[config.mk]
export PLATFORM = sky130hd
export DESIGN_NAME = mult_product_accumulator
export DESIGN_NICKNAME = d
export VERILOG_FILES = /design/src/rtl/mult_product_accumulator.sv
export SDC_FILE = /design/constraint.sdc
export NUM_CORES = 1
export LEC_CHECK = 0
export BUFFER_PORTS_ARGS = -buffer_cell sky130_fd_sc_hd__buf_2
export CAP_MARGIN = 10
export CORE_MARGIN = 5
export CORE_UTILIZATION = 47
export CTS_BUF_LIST = sky130_fd_sc_hd__clkbuf_8
export DETAILED_ROUTE_END_ITERATION = 8
export PLACE_DENSITY_LB_ADDON = 0.25
export SYNTH_ARGS = -nofsm -noshare
export SYNTH_HDL_FRONTEND = slang
export SYNTH_SLANG_ARGS = --single-unit
export TNS_END_PERCENT = 10
[constraint.sdc]
create_clock -name clk -period 2.5 [get_ports clk]
set_input_delay 0.625 -clock clk [delete_from_list [all_inputs] [get_ports clk]]
set_output_delay 0.625 -clock clk [all_outputs]
set_load 0.005 [all_outputs]
[src/rtl/mult_product_accumulator.sv]
// Sums a stream of unsigned products per vector; result appears one cycle after the last beat.
// p_ready drops while a result is held (until res_ready) and while clear/rst are asserted.
module mult_product_accumulator #(
  parameter int P_W   = 16,
  parameter int ACC_W = 24,
  parameter int CNT_W = 8,
  parameter int SAT   = 1
) (
  input  logic             clk,
  input  logic             rst,
  input  logic             clear,
  input  logic [P_W-1:0]   p,
  input  logic             p_valid,
  input  logic             p_last,
  output logic             p_ready,
  output logic [ACC_W-1:0] res,
  output logic [CNT_W-1:0] res_count,
  output logic             res_ovf,
  output logic             res_valid,
  input  logic             res_ready
);

  typedef enum logic [1:0] {IDLE, ACCUM, HOLD} state_t;

  state_t             state_q, state_d;
  logic [ACC_W-1:0]   acc_q, acc_d;
  logic [CNT_W-1:0]   cnt_q, cnt_d;
  logic               ovf_q, ovf_d;
  logic [ACC_W-1:0]   res_q, res_d;
  logic [CNT_W-1:0]   res_count_q, res_count_d;
  logic               res_ovf_q, res_ovf_d;
  logic               res_valid_q, res_valid_d;

  logic [ACC_W:0]     sum;
  logic               beat_ovf;
  logic [ACC_W-1:0]   new_acc;
  logic [CNT_W-1:0]   cnt_inc;
  logic               accept;

  always_comb begin
    sum      = {1'b0, acc_q} + (ACC_W+1)'(p);
    beat_ovf = sum[ACC_W];
    if (beat_ovf && (SAT != 0)) new_acc = '1;
    else                        new_acc = sum[ACC_W-1:0];
    // Beat count sticks at its maximum rather than wrapping.
    cnt_inc  = (cnt_q == {CNT_W{1'b1}}) ? cnt_q : cnt_q + CNT_W'(1);
    p_ready  = (state_q != HOLD) && !clear && !rst;
    accept   = p_valid && p_ready;

    state_d     = state_q;
    acc_d       = acc_q;
    cnt_d       = cnt_q;
    ovf_d       = ovf_q;
    res_d       = res_q;
    res_count_d = res_count_q;
    res_ovf_d   = res_ovf_q;
    res_valid_d = res_valid_q;

    if (clear) begin
      state_d     = IDLE;
      acc_d       = '0;
      cnt_d       = '0;
      ovf_d       = 1'b0;
      res_valid_d = 1'b0;
    end else begin
      case (state_q)
        IDLE, ACCUM: begin
          if (accept) begin
            if (p_last) begin
              res_d       = new_acc;
              res_count_d = cnt_inc;
              res_ovf_d   = ovf_q | beat_ovf;
              res_valid_d = 1'b1;
              acc_d       = '0;
              cnt_d       = '0;
              ovf_d       = 1'b0;
              state_d     = HOLD;
            end else begin
              acc_d   = new_acc;
              cnt_d   = cnt_inc;
              ovf_d   = ovf_q | beat_ovf;
              state_d = ACCUM;
            end
          end
        end
        HOLD: begin
          if (res_valid_q && res_ready) begin
            res_valid_d = 1'b0;
            state_d     = IDLE;
          end
        end
        default: state_d = IDLE;
      endcase
    end
  end

  always_ff @(posedge clk) begin
    if (rst) begin
      state_q     <= IDLE;
      acc_q       <= '0;
      cnt_q       <= '0;
      ovf_q       <= 1'b0;
      res_q       <= '0;
      res_count_q <= '0;
      res_ovf_q   <= 1'b0;
      res_valid_q <= 1'b0;
    end else begin
      state_q     <= state_d;
      acc_q       <= acc_d;
      cnt_q       <= cnt_d;
      ovf_q       <= ovf_d;
      res_q       <= res_d;
      res_count_q <= res_count_d;
      res_ovf_q   <= res_ovf_d;
      res_valid_q <= res_valid_d;
    end
  end

  assign res       = res_q;
  assign res_count = res_count_q;
  assign res_ovf   = res_ovf_q;
  assign res_valid = res_valid_q;

endmodule

* Yosys cells after proc, flatten, opt, wreduce, memory -nomap -nowiden
Cells that the tools add are included.
** Word-level totals
- Output and inout bits :: 35
- Logic and storage cells :: 46
- Input bits :: 22
- Bits in registers :: 69
** Cells by class
- Equality and inequality tests :: 7
- Multiplexer cells :: 13
- Add/sub/neg operators :: 2
- Bitwise logic cells :: 2
- Reductions and logical operators :: 14
** Operators with widths (count)
- $mux 24 :: 2
- $add 24x16->25 :: 1
- $mux 8 :: 2
- $add 8x1->8 const B :: 1
- $eq 8x8->1 const B :: 1
- $ne 2x2->1 const B :: 4
- $reduce_and 4->1 :: 2
- $mux 2 :: 3
- $logic_and 1x1->1 :: 4
- $mux 1 :: 4
- $pmux 2 s2 :: 1
- $reduce_and 2->1 :: 2
- $reduce_or 2->1 :: 2
- $eq 2x1->1 const B :: 1
- $eq 2x2->1 const B :: 1
- $logic_not 1->1 :: 2
- $logic_not 2->1 :: 1
- $pmux 1 s2 :: 1
- $reduce_bool 2->1 :: 1
- $not 1->1 :: 1
- $or 1x1->1 :: 1

* Depth between registers and ports, before layout
Gate-level depths: netlist (run 1).
- Word-level depth :: 6
- Mapped depth :: 10
- Mapped depth without buffers :: 9

* Worst setup path after synthesis (run 1)
Ideal clock, no wire load.
- Path kind :: input-to-reg
- Start :: input p[0]
- End :: register acc_q[18]
- Library setup time :: 0.117 ns
- Stages :: 9
- Required time :: 2.383 ns
- Buffers on the path :: 0
- Arrival time :: 2.570 ns
- Setup slack :: -0.186 ns
- Cells stage by stage :: ha_1 > fa_1 > a211oi_1 > o21ai_4 > o2111ai_4 > a21oi_4 > nand3_4 > o21ai_0 > a22o_1
** Between the ends
- Cells in the longest elaborated chain, start to end :: 3
** RTL lines
- start, declared :: RTL line 12 : input logic [P_W-1:0] p,
- $add 24x16->25 :: RTL line 41 : sum = {1'b0, acc_q} + (ACC_W+1)'(p);
- $mux 24 :: RTL line 43 : if (beat_ovf && (SAT != 0)) new_acc = '1;
- $mux 24 :: RTL line 69 : if (p_last) begin
- end signal, assigned :: RTL line 100 : acc_q <= '0;
- end signal, assigned :: RTL line 109 : acc_q <= acc_d;
- end, declared :: RTL line 26 : logic [ACC_W-1:0] acc_q, acc_d;
Every way passes these cells.
A chain may end at the register's enable or synchronous reset.

* Final worst setup path (run 1)
- Start :: input p[0]
- End :: register res_q[23], in the netlist res[23]
** Between the ends
- Cells in the longest elaborated chain, start to end :: 2
** RTL lines
- $add 24x16->25 :: RTL line 41
- $mux 24 :: RTL line 43
- end signal, assigned :: RTL line 112 : res_q <= res_d;
- end, declared :: RTL line 29 : logic [ACC_W-1:0] res_q, res_d;
Every way passes these cells.

==> flow_summary.yaml, run 1 <==
detailed_routing:
  drt_drc_violations_left: 0
  wire_length_reported_by_the_detailed_router_mm: 10.1
  detailedRoute.firstPassIterationCount: 5
  via_per_inst: 5.60
  via_count_of_the_routed_design: 3639
  route.detailed.wl_per_inst_um: 15.6
  final_antenna_net_count: 0
  drt-initial-drc-count: 172
die:
  starting_density_of_the_core_pct: 48.2
  floorplan.io_pins: 57
  die_y_um: 98.8
  row_count: 32
  die-width_um: 98.8
  fp.coreArea_mm2: 0.00769
  fp.dieArea_mm2: 0.00975
clocking:
  cts-root-buf: "clkbuf_8"
  clk_transition_reported_paths_ps: 80
  tritoncts: "yes"
  cts-buffers-inserted: 9
  worst_skew_late_latency_ps: 360
  htree_levels: 3
  cts_num_sinks: 69
  cts-hold-fix-buffers: 0
  cts_buffer_depth: 2
hold_path:
  min-delay-path-class: "flip-flop to flip-flop"
  min_delay_path_depth: 2
power_and_ir_drop:
  power_density_mw_per_mm2: 545
  share_comb_of_total_power_pct: 11.7
  max_vdd_drop_uv: 327
  power.switching_w: 0.000635
  power.clock.fraction_pct: 43.8
  power.share.switching_pct: 24.9
  total_leakage_power_nw: 2.01
  power.total_w: 0.00255
  internal_power_w: 0.00191
  seq_power_share_pct: 44.5
cells_and_area:
  final_cell_mix: "dfxtp_1, nor2_1, buf_2, buf_4, nand2_1"
  fillers: 709
  fin_cells: 650
  antennaDiodeCount: 0
  flow.area_growth_from_synthesis_pct: 26.2
  final_net_count: 583
  mostFrequentLayoutCell: "dfxtp_1"
  drive_above_1_share_pct: 25.5
logic_synthesis:
  netlist_top_cells_area: "dfxtp_1, nor2_1, ha_1"
  yosys_warnings: 0
  avgSynthCellArea_um2: 8.26
  yosys.cell_types.count: 52
  syn-cell-area_mm2: 0.00370
  proportion_of_synthesized_chip_area_in_sequential_cells_pct: 37.3
  yosys.area.top_type: "dfxtp_1"
  synth_largest_type_area_fraction_pct: 37.3
  post_synth_inst_count: 448
  ys_ff_latch: 69
  synth_fp_nets: 488
setup_path:
  critical_path_buffers_and_inverters: 1
  worstPathMaxFanout: 4
  cp.depth: 10
  critPathArrivalTime_ps: 2640
  critical_path.slowest_cell: "fa_2"
  worst-endpoint-required_ps: 2720
  timing.critical_path.from_type: "input pin"
  category_of_the_worst_setup_path_capture_point: "flip-flop"
  critical-path-max-stage-delay_ps: 390
  depth_of_the_worst_register_to_register_path: 9
  critical_path.cell_chain: "buf_2 -> ha_1 -> fa_2 -> a211oi_4 -> o21ai_4 -> o2111ai_4 -> a21oi_2 -> nand2b_1 -> mux2i_1 -> a211oi_1"
  critical_path_class: "input pin to flip-flop"
  timing.critical_path.max_delay_family: "compound AO/OA/AOI/OAI gates"
sta:
  fin_crit_sh_pct: 96.7
  max_freq_mhz: 414
  finalSetupViolCount: 0
  finalClockSkew_ps: 8.66
  slew_headroom_pct: 51.0
  final_max_slew_viol_count: 0
  finalHoldViolations: 0
  finalWorstPathRequiredPeriod_ps: 2420
  grt_setup_unrepaired: "no"
  tightestPinTransition_ps: 734
global_routing:
  grt_antenna_before_repair: 0
  first_global_vias: 3503
  track_usage_pct: 21.3
  grt_max_degree: 35
  global_route_wire_length_before_repair_mm: 17.1
  grt_overflow: 0
outcome:
  outcome: "finished clean"
placement:
  dp.cells: 632
  dp.final_hpwl_mm: 7.33
  gpl.final_weighted_congestion: 0.897
  buffer_ports.inserted: 56
flow_run:
  max_cap_viol_count: 0
worst paths after layout:
path	start	endpoint	slack [ps]
max reg2reg	acc_q[0]	res[23]	150
min reg2reg	res_count[2]	res_count[2]	450
max	p[0]	res[23]	80
min	res_count[2]	res_count[2]	450
synthesized netlist by cell type, drive strengths merged:
cell type / count
nand2: 41
ha: 17
o21bai: 2
inv: 4
and3: 10
a31oi: 4
a311oi: 2
a22oi: 6
nor2b: 3
clkbuf: 13
xor2: 8
fa: 1
a21oi: 41
xnor2: 14
a32oi: 1
a22o: 3
a21o: 10
mux2i: 4
nand2b: 5
buf: 11
o2111ai: 2
nand3: 13
a211oi: 27
mux2: 1
a41oi: 1
nand4: 3
o211ai: 6
o21ai: 28
nor3b: 1
a211o: 1
or2: 1
o211a: 1
nor2: 69
a2111oi: 1
a31o: 2
nor3: 12
and2: 4
or3: 1
dfxtp: 69
and4: 2
o21a: 3
state kept, by name, summed over array words and instances, names as in the netlist:
name       cells
res_ovf        1
res_valid      1
state_q        2
cnt_q          8
acc_q         24
ovf_q          1
res           24
res_count      8
tightest hold or removal path: cells and delay by family (launching register included):
| family | cells | cell delay (ps) |
|---|---|---|
| AOI/OAI and AO/OA | 1 | 50 |
| DFF | 1 | 310 |
| and+or+nand+nor | 1 | 50 |
through the flow:
| stage | utilization [%] | hold slack, ps | area, µm² | setup TNS [ps] | setup WS [ps] |
|---|---|---|---|---|---|
| 2_1_floorplan | - | 415 | 3710 | 0 | 1.01 |
| 3_3_place_gp | 57.4 | 439 | 4410 | -5890 | -198 |
| 3_5_place_dp | 57.4 | 445 | 4410 | -7620 | -232 |
| 4_1_cts | 60.5 | 457 | 4650 | 0 | 137 |
| 5_1_grt | 60.8 | 466 | 4670 | 0 | 8.06 |
| 6_report | 60.8 | 454 | 4670 | 0 | 82.5 |
layer usage:
metal	up-vias	global-route usage (%)	wire [µm]
met5	-	0	0
met4	0	4.73	103
met3	9	5.02	581
met2	103	35.2	4850
met1	1720	28.4	4620
li1	1807	-	-
power by group through the flow:
stage,clock network (W),registers [W],logic [W]
2_1_floorplan,0,0.00116,0.000162
3_3_place_gp,0,0.00116,0.000289
3_5_place_dp,0,0.00116,0.000293
4_1_cts,0.00113,0.00113,0.000296
5_1_grt,0.00118,0.00114,0.000333
6_report,0.00112,0.00113,0.000299
layout make-up:
cell class | instances | area, µm² | area share (%)
repair buffers | 107 | 676 | 14.5
well taps | 102 | 128 | 2.73
clock buffers | 9 | 124 | 2.65
multi-input cells | 352 | 2230 | 47.8
inverters | 4 | 15.0 | 0.321
flip-flops and latches | 69 | 1380 | 29.6
clock inverters | 7 | 115 | 2.46
repair_timing:
action                     in CTS  in global routing
setup endpoints to repair       0                  2
setup buffers                   0                  1
gates resized for setup         0                  1
logic make-up (layout without fill, tap and decap cells):
group | after synthesis | after routing | share of synthesized area (%)
AO/OA/AOI/OAI | 141 | 142 | 26.0
XOR/XNOR | 22 | 22 | 5.20
multiplexers | 5 | 5 | 1.39
adder cells (fa/ha/maj) | 18 | 18 | 6.29
buffers and inverters | 28 | 127 | 3.21
flip-flops | 69 | 69 | 37.3
AND/OR/NAND/NOR | 165 | 165 | 20.6
Note: power is estimated with default switching activity, not from simulation.
==> run 2, diff against run 1 <==
--- a/config.mk
+++ b/config.mk
@@ -7,7 +7,6 @@
 export LEC_CHECK = 0
 export BUFFER_PORTS_ARGS = -buffer_cell sky130_fd_sc_hd__buf_2
 export CAP_MARGIN = 10
-export CORE_MARGIN = 5
 export CORE_UTILIZATION = 47
 export CTS_BUF_LIST = sky130_fd_sc_hd__clkbuf_8
 export DETAILED_ROUTE_END_ITERATION = 8
==> run 2 against run 1 <==
  * Utilization rose by 0.57 points
  * Critical path depth did not move
  * Routed wire length fell by 8.3%
  * Highest routed layer unchanged
==> flow_summary.yaml, run 2 (same netlist as run 1, synthesis figures left out) <==
cells_and_area:
  final_net_count: 578
  mostFrequentLayoutCell: "dfxtp_1"
  final_cell_mix: "dfxtp_1, nor2_1, buf_2, buf_4, nand2_1"
  drive_above_1_share_pct: 25.0
  flow.area_growth_from_synthesis_pct: 23.4
  antennaDiodeCount: 0
  finalCoreUtilization_pct: 61.3
sta:
  max_freq_mhz: 416
  finalHoldViolations: 0
  slew_headroom_pct: 62.8
  tightestPinTransition_ps: 556
  finalSetupViolCount: 0
  grt_setup_unrepaired: "no"
  final_max_slew_viol_count: 0
  finalClockSkew_ps: 15.8
  finalWorstPathRequiredPeriod_ps: 2400
  fin_crit_sh_pct: 96.2
clocking:
  post_cts_repair_setup_buffers: 0
  tritoncts: "yes"
  cts-root-buf: "clkbuf_8"
  cts-buffers-inserted: 9
  cts-hold-fix-buffers: 0
  cts_buffer_depth: 2
  ctsResizeCount: 0
  htree_levels: 3
  worst_skew_late_latency_ps: 360
  cts_num_sinks: 69
  clk_transition_reported_paths_ps: 80
detailed_routing:
  via_per_inst: 5.45
  drt-initial-drc-count: 120
  route.detailed.wl_per_inst_um: 14.5
  wire_length_reported_by_the_detailed_router_mm: 9.31
  final_antenna_net_count: 0
  detailedRoute.firstPassIterationCount: 4
  drt_drc_violations_left: 0
  via_count_of_the_routed_design: 3500
placement:
  dp.final_hpwl_mm: 6.79
  buffer_ports.inserted: 56
  gpl.final_weighted_congestion: 0.884
power_and_ir_drop:
  power.total_w: 0.00225
  max_vdd_drop_uv: 314
  power_density_mw_per_mm2: 493
  total_leakage_power_nw: 1.96
global_routing:
  grt_overflow: 0
  first_global_vias: 3322
  track_usage_pct: 24.0
  grt_antenna_before_repair: 0
  global_route_wire_length_before_repair_mm: 15.8
  grt_max_degree: 35
die:
  die-width_um: 90.8
  starting_density_of_the_core_pct: 49.7
  fp.coreArea_mm2: 0.00745
  floorplan.io_pins: 57
  fp.dieArea_mm2: 0.00824
  row_count: 31
  die_y_um: 90.8
setup_path:
  worst-endpoint-required_ps: 2730
  critPathArrivalTime_ps: 2630
  worstPathMaxFanout: 3
  critical_path_class: "input pin to flip-flop"
  timing.critical_path.from_type: "input pin"
  category_of_the_worst_setup_path_capture_point: "flip-flop"
hold_path:
  min-delay-path-class: "flip-flop to flip-flop"
flow_run:
  max_cap_viol_count: 0
outcome:
  outcome: "finished clean"
run 2: cell types whose count changed in the layout (fill, tap and decap cells not counted):
cell,change
buf_4,-5
a211oi_2,+1
a211oi_4,-1
inv_1,-1
buf_12,+1
inv_6,+2
o21ai_0,-1
bufinv_16,-3
clkinv_2,+2
o21ai_1,+1
a21oi_2,-1
run 2: worst max-delay path, stage by stage:
cell and delay (ps):
buf_2 110, ha_1 220, fa_2 380, a211oi_2 270
o21ai_4 110, o21ai_1 190, nand3_1 100, a31oi_1 240
xor2_1 280, a211oi_1 110
run 2: area by class of cell:
class / count / area (µm²)
clock buffers: 9 / 124
fillers: 683 / 2880
multi-input cells: 351 / 2220
inverters: 4 / 15.0
repair buffers: 103 / 658
well taps: 99 / 124
clock inverters: 7 / 48.8
flip-flops and latches: 69 / 1380
run 2: path summary, 6_finish.rpt:
check | slack (ps) | endpoint | start | cells past startpoint
worst max-delay path | 100 | acc_q[14] | p[0] | 10
worst max register to register | 160 | acc_q[14] | acc_q[0] | 9
worst min-delay path | 440 | state_q[0] | state_q[1] | 1
worst min register to register | 440 | state_q[0] | state_q[1] | 1
run 2: routing by layer:
| metal | vias up | share of wire, % | global-route usage [%] |
|---|---|---|---|
| li1 | 1800 | - | - |
| met1 | 1617 | 49 | 32.4 |
| met2 | 69 | 45 | 37.8 |
| met3 | 14 | 3.9 | 4.71 |
| met4 | 0 | 1.6 | 8.20 |
| met5 | - | 0 | 0 |
run 2: report_power, final:
group	leakage [nW]	internal, W	switching (W)
Clock	0.0898	0.000363	0.000473
Sequential	0.558	0.00112	0.0000114
Combinational	1.31	0.000127	0.000157
run 2: stage by stage:
| step | setup TNS (ps) | cell area (µm²) | hold slack, ps | instances | worst slack (ps) |
|---|---|---|---|---|---|
| after global placement | -6450 | 4400 | 435 | 626 | -348 |
| after detailed placement | -7430 | 4400 | 430 | 626 | -333 |
| after global routing | 0 | 4570 | 473 | 642 | 14.0 |
| final | 0 | 4570 | 445 | 642 | 95.8 |
| after CTS | 0 | 4570 | 437 | 642 | 33.1 |
| after floorplan | 0 | 3710 | 415 | 448 | 1.01 |
==> run 3, diff against run 2 <==
--- a/config.mk
+++ b/config.mk
@@ -5,8 +5,11 @@
 export SDC_FILE = /design/constraint.sdc
 export NUM_CORES = 1
 export LEC_CHECK = 0
+export ABC_AREA = 1
 export BUFFER_PORTS_ARGS = -buffer_cell sky130_fd_sc_hd__buf_2
 export CAP_MARGIN = 10
+export CORE_ASPECT_RATIO = 1.25
+export CORE_MARGIN = 2
 export CORE_UTILIZATION = 47
 export CTS_BUF_LIST = sky130_fd_sc_hd__clkbuf_8
 export DETAILED_ROUTE_END_ITERATION = 8
==> run 3 against run 2 <==
  * Clock power increased by 11%
  * Utilization is 4.6 points lower
  * Critical path depth is 4 higher
  * Sequential share of layout area is 2.3 points lower
  * Area after synthesis grew 14%
  * Global-route usage up 2.0 points
  * Register-to-register slack improved by 120 ps
  * Non-clock buffer count down 22
  * Synthesized cell count is 50% higher
  * First-iteration DRC count grew 95%
  * Combinational power shrank 14%
  * Highest routed layer unchanged
==> flow_summary.yaml, run 3 <==
logic_synthesis:
  synth_fp_nets: 714
  yosysMostFrequentCell: "nand2_1"
  post_synth_adder_cell_area_pct: 5.53
  synth-main-ff-cell: "dfxtp_1"
  yosys.area.top_type: "dfxtp_1"
  largest_family_of_logic_cells_by_synthesized_area: "simple AND/OR/NAND/NOR gates"
  yosys_warnings: 0
  synth_largest_type_area_fraction_pct: 32.8
  avgSynthCellArea_um2: 6.25
  ys_ff_latch: 69
  count_of_flip_flops_with_a_built_in_enable_after_synthesis: 0
  syn-cell-area_mm2: 0.00421
  netlist_top_cells_area: "dfxtp_1, nand2_1, inv_1"
  synth_compound_gate_area_share_pct: 12.8
  synth_async_sr_flop_share_pct: 0
  post_synth_xor_area_fraction_pct: 2.29
  post_synth_inst_count: 674
  ys_top_cells_by_count: "nand2_1, inv_1, nor2_1"
  muxShareOfSynthArea_pct: 0
  basic_gate_share_of_the_synthesized_area_counting_and_or_nand_and_nor_cells_pct: 35.4
  yosys.cell_types.count: 34
  proportion_of_synthesized_chip_area_in_sequential_cells_pct: 32.8
sta:
  final_max_slew_viol_count: 0
  fin_crit_sh_pct: 91.7
  finalSetupViolCount: 0
  grt_setup_unrepaired: "no"
  max_freq_mhz: 436
  finalHoldWorstSlack_ps: 472
  tightestPinTransition_ps: 647
  slew_headroom_pct: 56.8
  finalHoldViolations: 0
  finalClockSkew_ps: 14.0
  setup_tns_ps: 0
  finalWorstPathRequiredPeriod_ps: 2290
placement:
  place_area_mm2: 0.00474
  buffer_ports.inserted: 56
  dp.final_hpwl_mm: 9.14
  gpl.final_weighted_congestion: 0.923
cells_and_area:
  mostFrequentLayoutCell: "nand2_1"
  antennaDiodeCount: 0
  fillers: 874
  flow.area_growth_from_synthesis_pct: 17.3
  final_cell_mix: "nand2_1, inv_1, nor2_1, dfxtp_1, buf_2"
  layout.cell_area.non_filler_mm2: 0.00494
  finalCoreUtilization_pct: 56.8
  drive_above_1_share_pct: 14.8
  final_net_count: 786
hold_path:
  min-delay-path-class: "flip-flop to flip-flop"
clocking:
  htree_levels: 3
  worst_skew_late_latency_ps: 360
  cts_buffer_depth: 2
  cts-buffers-inserted: 9
  cts-hold-fix-buffers: 0
  tritoncts: "yes"
  ctsResizeCount: 0
  cts-root-buf: "clkbuf_8"
  cts_num_sinks: 69
  post_cts_repair_setup_buffers: 0
  clk_transition_reported_paths_ps: 80
setup_path:
  timing.critical_path.from_type: "input pin"
  worstPathMaxFanout: 10
  category_of_the_worst_setup_path_capture_point: "flip-flop"
  critical_path_class: "input pin to flip-flop"
  regToRegSetupSlack_ps: 280
  worst-endpoint-required_ps: 2760
  critPathArrivalTime_ps: 2550
global_routing:
  global_route_wire_length_before_repair_mm: 19.6
  grt_antenna_before_repair: 0
  grt_overflow: 0
  grt_max_degree: 36
  track_usage_pct: 26.0
  first_global_vias: 4218
power_and_ir_drop:
  total_leakage_power_nw: 2.49
  power_density_mw_per_mm2: 466
  power.total_w: 0.00230
  max_vdd_drop_uv: 275
die:
  die_y_um: 110
  row_count: 38
  fp.coreArea_mm2: 0.00870
  die-width_um: 88.7
  fp.dieArea_mm2: 0.00974
  starting_density_of_the_core_pct: 48.4
  floorplan.io_pins: 57
detailed_routing:
  drt_drc_violations_left: 0
  wire_length_reported_by_the_detailed_router_mm: 11.9
  final_antenna_net_count: 0
  drt-initial-drc-count: 234
  route.detailed.wl_per_inst_um: 13.6
  detailedRoute.firstPassIterationCount: 5
  via_count_of_the_routed_design: 4417
  via_per_inst: 5.08
outcome:
  outcome: "finished clean"
flow_run:
  max_cap_viol_count: 0
run 3: cell type report:
type	instances	area [µm²]	share of cell area [%]
Multi-Input combinational cell	491	2360	47.8
Sequential cell	69	1380	28.0
Timing Repair Buffer	81	493	9.98
Inverter	94	357	7.22
Tap cell	120	150	3.04
Clock buffer	10	138	2.79
Clock inverter	5	60.1	1.22
run 3: metrics by stage:
step | setup slack, ps | instances
finish | 207 | 870
global route | 68.5 | 870
CTS | 218 | 870
detailed placement | -160 | 855
global placement | -102 | 855
floorplan | 109 | 674
run 3: kinds of logic (layout without fill, tap and decap cells):
family,Yosys count,count (layout)
adders and majority gates,18,18
and+or+nand+nor,357,357
AOI/OAI and AO/OA,105,105
buffers and inverters,114,190
xor gates and xnor gates,11,11
DFF,69,69
run 3: worst paths after layout:
| path | start | end | depth (start not counted) |
|---|---|---|---|
| max reg2reg | acc_q[0] | res[1] | 13 |
| max | p[0] | res[1] | 14 |
| min | acc_q[9] | acc_q[9] | 2 |
| min reg2reg | acc_q[9] | acc_q[9] | 2 |
run 3: worst max-delay path, stage by stage:
cell and delay (ps):
buf_2 100, ha_1 220, fa_1 390, nand2_1 110, nand2_1 90, nand3_1 90, nand2_1 70, nand2_1 80
nand2_2 70, nand2_2 90, clkinv_2 170, or2_1 280, o21ai_1 120, inv_1 50
run 3: power breakdown:
group          switching, W  leakage [nW]  internal [W]  total (W)
clock              0.000443        0.0987      0.000486   0.000928
sequential        0.0000118         0.558       0.00112    0.00113
combinational      0.000153          1.84     0.0000913   0.000244
run 3: per-layer routing:
layer	vias to the layer above	global-route usage (%)	share of wire (%)
li1	2263	-	-
met1	2031	31.8	44
met2	106	46.3	49
met3	17	2.70	4.2
met4	0	9.42	2.1
met5	-	0	0
